[config.mk]
export PLATFORM = sky130hd
export DESIGN_NAME = ring_count_averager
export DESIGN_NICKNAME = d
export VERILOG_FILES = /design/src/rtl/ring_meas_pkg.sv /design/src/rtl/ring_minmax.sv /design/src/rtl/ring_count_averager.sv
export SDC_FILE = /design/constraint.sdc
export NUM_CORES = 1
export LEC_CHECK = 0
export CAP_MARGIN = 15
export CORE_ASPECT_RATIO = 0.7
export CORE_UTILIZATION = 51
export CTS_BUF_LIST = sky130_fd_sc_hd__clkbuf_8
export DETAILED_ROUTE_END_ITERATION = 6
export PLACE_DENSITY = 0.82
export SETUP_SLACK_MARGIN = 0.2
export SLEW_MARGIN = 20
export SYNTH_ARGS = -nofsm -noshare
export SYNTH_HDL_FRONTEND = slang
export SYNTH_SLANG_ARGS = --single-unit
[constraint.sdc]
create_clock -name clk -period 2.37 [get_ports clk]
set_input_delay 0.3555 -clock clk [delete_from_list [all_inputs] [get_ports clk]]
set_output_delay 0.3555 -clock clk [all_outputs]
set_load 0.02 [all_outputs]
[src/rtl/ring_meas_pkg.sv]
// Shared types and constants for the ring-oscillator measurement path.
//   ring_state_e : averager FSM states (ACCUM collects a batch, DONE holds a result)
//   RING_CNT_W   : width of the counting circuit's gate-window count
//   acc_width()  : accumulator width that can hold a full batch sum without overflow
package ring_meas_pkg;

  localparam int unsigned RING_CNT_W = 16;

  typedef enum logic {
    ACCUM = 1'b0,
    DONE  = 1'b1
  } ring_state_e;

  function automatic int unsigned acc_width(input int unsigned w, input int unsigned l);
    return w + l;
  endfunction

endpackage

[src/rtl/ring_minmax.sv]
// Running unsigned minimum/maximum of the samples in one batch.
//   clk, rst : clock and synchronous active-high clear of both trackers
//   init     : current sample is the first of the batch (loads min and max)
//   en       : a sample is accepted this cycle
//   sample   : sample value
//   min, max : tracker values including this cycle's sample when en=1
//              (combinational view so the final batch sample is included
//              without an extra cycle of latency)
module ring_minmax
  import ring_meas_pkg::*;
#(
  parameter int unsigned WIDTH = RING_CNT_W
) (
  input  logic             clk,
  input  logic             rst,
  input  logic             init,
  input  logic             en,
  input  logic [WIDTH-1:0] sample,
  output logic [WIDTH-1:0] min,
  output logic [WIDTH-1:0] max
);

  logic [WIDTH-1:0] min_q;
  logic [WIDTH-1:0] max_q;

  // Merge the incoming sample into the stored extremes.
  always_comb begin
    min = min_q;
    max = max_q;
    if (en) begin
      if (init) begin
        min = sample;
        max = sample;
      end else begin
        if (sample < min_q) min = sample;
        if (sample > max_q) max = sample;
      end
    end
  end

  always_ff @(posedge clk) begin
    if (rst) begin
      min_q <= '0;
      max_q <= '0;
    end else if (en) begin
      min_q <= min;
      max_q <= max;
    end
  end

endmodule

[src/rtl/ring_count_averager.sv]
// Batch averager for ring-oscillator count samples. Accumulates
// 2^LOG2_SAMPLES samples, then presents the truncated mean (and, when the
// RING_MINMAX_EN macro is defined, the batch min/max) over valid/ready.
// Samples arriving while a result is pending are dropped and flagged.
//   clk, rst     : clock, synchronous active-high reset
//   clear        : synchronous batch abort (keeps output data and overrun)
//   sample_in    : count sample, qualified by single-cycle sample_valid
//   avg_out      : truncated batch mean
//   min_out      : batch minimum (0 without RING_MINMAX_EN)
//   max_out      : batch maximum (0 without RING_MINMAX_EN)
//   out_valid    : result pending, held until out_ready
//   overrun      : sticky, at least one sample was dropped
module ring_count_averager
  import ring_meas_pkg::*;
#(
  parameter int unsigned WIDTH        = RING_CNT_W,
  parameter int unsigned LOG2_SAMPLES = 3
) (
  input  logic             clk,
  input  logic             rst,
  input  logic             clear,
  input  logic [WIDTH-1:0] sample_in,
  input  logic             sample_valid,
  output logic [WIDTH-1:0] avg_out,
  output logic [WIDTH-1:0] min_out,
  output logic [WIDTH-1:0] max_out,
  output logic             out_valid,
  input  logic             out_ready,
  output logic             overrun
);

  localparam int unsigned ACC_W = acc_width(WIDTH, LOG2_SAMPLES);
  localparam int unsigned CNT_W = LOG2_SAMPLES;

  ring_state_e      state_q, state_d;
  logic [ACC_W-1:0] acc_q, acc_d;
  logic [CNT_W-1:0] cnt_q, cnt_d;
  logic [WIDTH-1:0] avg_q, avg_d;
  logic             out_valid_q, out_valid_d;
  logic             overrun_q, overrun_d;

  logic [ACC_W-1:0] sum_c;
  logic             accept_c;
  logic             handshake_c;
  logic             last_c;

  // Qualified events; clear masks both acceptance and the handshake.
  assign accept_c    = !clear && (state_q == ACCUM) && sample_valid;
  assign handshake_c = !clear && (state_q == DONE) && out_valid_q && out_ready;
  assign last_c      = (cnt_q == {CNT_W{1'b1}});
  assign sum_c       = acc_q + ACC_W'(sample_in);

`ifdef RING_MINMAX_EN
  logic [WIDTH-1:0] trk_min, trk_max;
  logic [WIDTH-1:0] min_q, min_d;
  logic [WIDTH-1:0] max_q, max_d;

  ring_minmax #(
    .WIDTH(WIDTH)
  ) u_minmax (
    .clk   (clk),
    .rst   (rst || clear || handshake_c),
    .init  (cnt_q == '0),
    .en    (accept_c),
    .sample(sample_in),
    .min   (trk_min),
    .max   (trk_max)
  );

  assign min_out = min_q;
  assign max_out = max_q;
`else
  assign min_out = '0;
  assign max_out = '0;
`endif

  // Next-state and output-register logic.
  always_comb begin
    state_d     = state_q;
    acc_d       = acc_q;
    cnt_d       = cnt_q;
    avg_d       = avg_q;
    out_valid_d = out_valid_q;
    overrun_d   = overrun_q;
`ifdef RING_MINMAX_EN
    min_d       = min_q;
    max_d       = max_q;
`endif
    if (clear) begin
      state_d     = ACCUM;
      acc_d       = '0;
      cnt_d       = '0;
      out_valid_d = 1'b0;
    end else begin
      case (state_q)
        ACCUM: begin
          if (accept_c) begin
            if (last_c) begin
              avg_d       = WIDTH'(sum_c >> LOG2_SAMPLES);
`ifdef RING_MINMAX_EN
              min_d       = trk_min;
              max_d       = trk_max;
`endif
              out_valid_d = 1'b1;
              state_d     = DONE;
            end else begin
              acc_d = sum_c;
              cnt_d = cnt_q + CNT_W'(1);
            end
          end
        end
        DONE: begin
          // Any sample here is dropped, including in the handshake cycle.
          if (sample_valid) overrun_d = 1'b1;
          if (handshake_c) begin
            out_valid_d = 1'b0;
            acc_d       = '0;
            cnt_d       = '0;
            state_d     = ACCUM;
          end
        end
        default: state_d = ACCUM;
      endcase
    end
  end

  always_ff @(posedge clk) begin
    if (rst) begin
      state_q     <= ACCUM;
      acc_q       <= '0;
      cnt_q       <= '0;
      avg_q       <= '0;
      out_valid_q <= 1'b0;
      overrun_q   <= 1'b0;
`ifdef RING_MINMAX_EN
      min_q       <= '0;
      max_q       <= '0;
`endif
    end else begin
      state_q     <= state_d;
      acc_q       <= acc_d;
      cnt_q       <= cnt_d;
      avg_q       <= avg_d;
      out_valid_q <= out_valid_d;
      overrun_q   <= overrun_d;
`ifdef RING_MINMAX_EN
      min_q       <= min_d;
      max_q       <= max_d;
`endif
    end
  end

  assign avg_out   = avg_q;
  assign out_valid = out_valid_q;
  assign overrun   = overrun_q;

endmodule

After elaboration in Yosys (flattened, before gate mapping)
Index checks and enable logic that the tools add are counted.
{ "word_totals": {"register_bits": 41, "input_bits": 21, "output_inout_bits": 50, "wordCells": 42} }
{ "classes": {"add_sub_neg": 2, "n_eq_ne": 5, "muxes": 16, "bitwise_logic": 2, "n_reduce_logical": 11} }
{ "op_table": {"columns": ["operator", "n"], "rows": [
  ["$mux 19", 3],
  ["$pmux 19 s2", 1],
  ["$add 19x16->19", 1],
  ["$mux 3", 3],
  ["$reduce_and 3->1", 3],
  ["$mux 1", 6],
  ["$ne 2x2->1 const B", 3],
  ["$pmux 3 s2", 1],
  ["$logic_and 1x1->1", 5],
  ["$pmux 1 s2", 2],
  ["$reduce_and 4->1", 1],
  ["$add 3x1->3 const B", 1],
  ["$eq 3x3->1 const B", 1],
  ["$ne 2x1->1 const B", 1],
  ["$not 1->1", 2],
  ["$reduce_or 2->1", 1],
  ["$logic_not 1->1", 1]
]} }

Logic depth before layout (Yosys ltp)
{ "depth": {"depth_word": 6, "ltp_mapped": 8, "depth_no_buf": 8} }

Least setup slack after synthesis
No wires, ideal clock.
{ "synth_timing": {"kind": "input-to-reg", "from": "input port sample_in[0]", "to": "register acc_q[18]", "setup_ns": 0.116, "t_arrival_ns": 1.858, "t_required_ns": 2.254, "slack_ns": 0.396, "cell_stages": 8, "path_buffers": 0, "cell_sequence": "ha_1 -> fa_1 -> nand3_2 -> a211oi_2 -> o21ai_1 -> nand2_1 -> a22o_1 -> a31o_1"} }
{ "synth_via": {"elab_chain_cells": 4} }
{ "synth_rtl": {"columns": ["element", "line", "rtl"], "rows": [
  ["from (decl)", "ring_count_averager.sv:22", "input logic [WIDTH-1:0] sample_in,"],
  ["$add 19x16->19", "ring_count_averager.sv:51", "assign sum_c = acc_q + ACC_W'(sample_in);"],
  ["$mux 19", "ring_count_averager.sv:98", "if (last_c) begin"],
  ["$mux 19", "ring_count_averager.sv:97", "if (accept_c) begin"],
  ["$pmux 19 s2", "ring_count_averager.sv:95", "case (state_q)"],
  ["to (signal assigned)", "ring_count_averager.sv:130", "acc_q <= '0;"],
  ["to (signal assigned)", "ring_count_averager.sv:141", "acc_q <= acc_d;"],
  ["to (decl)", "ring_count_averager.sv:36", "logic [ACC_W-1:0] acc_q, acc_d;"]
]} }
No other way between the ends. The select of a mux whose other input is x is not followed.
A chain may end at the register's enable or synchronous reset.

Worst setup path after layout
{ "layout_timing": {"from": "input port sample_in[1]", "to": "register acc_q[9]"} }
Same word-level chain as after synthesis.

==> flow_metrics.env <==
export IMPL_run_status="completed"
export IMPL_place_hpwl_um=5860
export IMPL_worstPathArrival_ns=2.34
export IMPL_pwr_density_cell_nw_per_um2=442.6
export IMPL_ioPinCount=71
export IMPL_rsz0062_at_grt="yes"
export IMPL_switching_power_uw=540.1
export IMPL_synth_flop_cell="sky130_fd_sc_hd__dfxtp_1"
export IMPL_worstRegToRegCells=8
export IMPL_hold_path_endpoint="avg_out[2]$_SDFFE_PP0P_"
export IMPL_clock_insertion_delay_worst_skew_ns=0.30
export IMPL_worst_slew_pin_slew_ns=0.5316
export IMPL_number_of_violations_of_the_max_capacitance_limit=0
export IMPL_setup_viol=0
export IMPL_die_height_um=64.60
export IMPL_wl_um=7862
export IMPL_place_detailed_instances=489
export IMPL_buffer_ports_inserted=38
export IMPL_cell_internal_power_uw=1095
export IMPL_clock_sinks=41
export IMPL_post_route_cells_drive_above_1_share_pct=22.72
export IMPL_hold_viol_final=0
export IMPL_fin_crit_sh_pct=90.08
export IMPL_critPathMaxFanout=4
export IMPL_clk_transition_reported_paths_ns=0.09
export IMPL_ys_warnings_count=0
export IMPL_areaGrowthSynthToFinish_pct=29.36
export IMPL_vias=2853
export IMPL_synth_sequential_area_ratio_pct=28.75
export IMPL_r2r_end="acc_q[9]$_SDFFE_PP0P_"
export IMPL_die_w_um=91.43
export IMPL_worst_slew_margin_rel_pct=64.19
export IMPL_critPathCaptureType="flip-flop"
export IMPL_worstReg2RegStart="acc_q[1]$_SDFFE_PP0P_"
export IMPL_ctsRootBufferMaster="sky130_fd_sc_hd__clkbuf_8"
export IMPL_start_util_pct=53.74
export IMPL_row_count=22
export IMPL_antenna_cells_inserted=0
export IMPL_synth_async_sr_flop_share_pct=0
export IMPL_fmaxAchievable_ghz=0.4684
export IMPL_holdCritPathClass="flip-flop to flip-flop"
export IMPL_post_synth_instance_area_um2=2855
export IMPL_worst_setup_path_type="input port to flip-flop"
export IMPL_initialDrtViolationCount=374
export IMPL_final_max_slew_violation_count=0
export IMPL_timing_clock_skew_ns=0.008916
export IMPL_worst_hold_path_cell_count=2
export IMPL_worst_ep_required_time_ns=2.57
export IMPL_power_switching_fraction_pct=33.03
export IMPL_timing_hold_worst_start="avg_out[2]$_SDFFE_PP0P_"
export IMPL_synth_lib_cells_used_distinct=55
export IMPL_final_antenna_net_count=0
export IMPL_syn_mean_instance_area_um2=8.158
export IMPL_ff2ff_setup_slack_ns=0.40
export IMPL_combPwrFrac_pct=26.5
export IMPL_seqPwrFrac_pct=44.2
export IMPL_tritoncts_num_buffers=5
export IMPL_final_period_minus_worst_setup_slack_ns=2.135
export IMPL_p_leak_uw=0.001573
export IMPL_routed_via_density=5.717
export IMPL_yosys_register_bits=41
export IMPL_grt_max_degree=19
export IMPL_grt_usage_pct=25.72
export IMPL_critical_path_startpoint_type="input port"
export IMPL_cts_max_level=2
export IMPL_grt_antenna_before_repair=0
export IMPL_detail_route_wl_per_cell_um=15.76
export IMPL_first_global_vias=2534
export IMPL_remaining_drc_errors=0
export IMPL_dieArea_um2=5906
export IMPL_report_power_total_uw=1635
export IMPL_first_pass_iters=5
export IMPL_synth_enable_flop_cells=0
export IMPL_final_cell_mix="sky130_fd_sc_hd__buf_4 (50), sky130_fd_sc_hd__nand2_1 (43), sky130_fd_sc_hd__dfxtp_1 (41)"
export IMPL_first_pass_grt_wire_length_um=11960
export IMPL_clkPwrFrac_pct=29.3
export IMPL_final_cells=499
export IMPL_grt_overflow=0
export IMPL_routabilityCongestion=0.9143
export IMPL_max_vdd_ir_drop_mv=0.2350
export IMPL_final_nets=466
export IMPL_clock_tree_buffer_depth=2
export IMPL_core_um2=5313
export IMPL_cts_tree="done"
export IMPL_synthCells=350
export IMPL_most_common_cell_after_layout_fill_and_taps_aside="sky130_fd_sc_hd__buf_4"
==> routing by layer <==
layer / vias up / track usage [%] / wire, um / part of all wire, %
met1: 1345 / 35.64 / 3460 / 44
met2: 158 / 39.76 / 3558 / 45
met4: 0 / 6.349 / 77 / 0.98
met5: - / 0 / 0 / 0
li1: 1337 / - / - / -
met3: 13 / 6.573 / 765 / 9.7
==> cell families after synthesis <==
group / count (synthesis) / share of synthesized area (%)
AO/OA/AOI/OAI: 96 / 23.88
XOR/XNOR: 13 / 3.988
adder cells (fa/ha/maj): 19 / 8.589
buffers and inverters: 57 / 12.93
flip-flops: 41 / 28.75
multiplexers: 5 / 1.753
other: 1 / 0.1313
AND/OR/NAND/NOR: 118 / 19.98
==> synth_stat cells, drive strengths merged, types with 2 or more instances <==
cell / number / share of area (%)
nand3: 11 / 2.1
a22o: 8 / 2.5
dfxtp: 41 / 29
a21oi: 38 / 8.2
a21o: 7 / 1.8
nand2: 44 / 5.8
xnor2: 8 / 2.5
mux2i: 5 / 1.8
nor4: 3 / 0.66
o31ai: 3 / 1.1
nand4: 9 / 2.0
ha: 18 / 7.9
inv: 7 / 0.92
and3: 2 / 0.44
a31oi: 3 / 0.66
o21a: 3 / 0.79
buf: 41 / 11
nor3: 11 / 1.9
and2: 2 / 0.44
a211oi: 3 / 1.1
xor2: 5 / 1.5
nor3b: 3 / 0.79
o21ai: 16 / 3.1
or3: 2 / 0.44
a22oi: 5 / 1.3
nor2: 22 / 3.2
clkbuf: 9 / 1.2
nand2b: 4 / 0.88
==> metrics by stage <==
| step | util (%) | setup slack, ns | area (um^2) | TNS [ns] | hold slack [ns] |
|---|---|---|---|---|---|
| detailed placement | 65.12 | -0.2333 | 3460 | -1.998 | 0.4433 |
| finish | 69.52 | 0.2352 | 3694 | 0 | 0.4611 |
| floorplan | - | 0.3961 | 2972 | 0 | 0.4291 |
| CTS | 67.10 | 0.2036 | 3565 | 0 | 0.4617 |
| global placement | 65.12 | -0.1548 | 3460 | -1.005 | 0.4403 |
| global route | 69.52 | 0.1403 | 3694 | 0 | 0.4820 |
==> power by group through the flow <==
stage / clock [uW] / sequential [uW] / combinational (uW)
after global routing: 514 / 726 / 463
after detailed placement: 0 / 737 / 391
after CTS: 479 / 721 / 397
final: 479 / 723 / 433
after floorplan: 0 / 733 / 283
after global placement: 0 / 737 / 382
==> how the worst max path moves through the flow <==
stage                       from                      to  slack (ns)
global route        sample_in[1]   acc_q[7]$_SDFFE_PP0P_        0.14
finish              sample_in[1]   acc_q[9]$_SDFFE_PP0P_        0.24
CTS                 sample_in[1]   acc_q[9]$_SDFFE_PP0P_        0.20
floorplan           sample_in[0]  acc_q[18]$_SDFFE_PP0P_        0.40
detailed placement  sample_in[0]  acc_q[18]$_SDFFE_PP0P_       -0.23
global placement    sample_in[0]  acc_q[18]$_SDFFE_PP0P_       -0.15
==> sequential cells by signal, summed over array words and instances, names as in the netlist <==
| register | count |
|---|---|
| avg_out | 16 |
| cnt_q | 3 |
| acc_q | 19 |
| state_q | 1 |
| overrun | 1 |
| out_valid | 1 |
==> final cells by class <==
class / instances / area (um^2)
multi-input combinational: 283 / 1913
fill: 417 / 1619
sequential: 41 / 820.8
timing repair buffer: 88 / 755.7
tap: 72 / 90.09
clock buffer: 5 / 68.82
inverter: 7 / 26.28
clock inverter: 3 / 18.77
==> worst max-delay path: stages <==
cell and delay (ns):
sky130_fd_sc_hd__clkdlybuf4s50_1 0.44, sky130_fd_sc_hd__ha_1 0.31, sky130_fd_sc_hd__a21o_1 0.12, sky130_fd_sc_hd__nand4_1 0.23, sky130_fd_sc_hd__a21oi_2 0.33, sky130_fd_sc_hd__nor2_1 0.10
sky130_fd_sc_hd__xnor2_1 0.13, sky130_fd_sc_hd__buf_4 0.15, sky130_fd_sc_hd__a22o_1 0.19
==> timing repair <==
action                     4_1_cts  5_1_grt
gates resized for setup          4       25
buffers inserted                 0        2
hold endpoints to repair         0        0
hold buffers                     0        0
setup endpoints to repair        6       17
pin swaps                        1       12
Power figures use the tool's default switching activity.
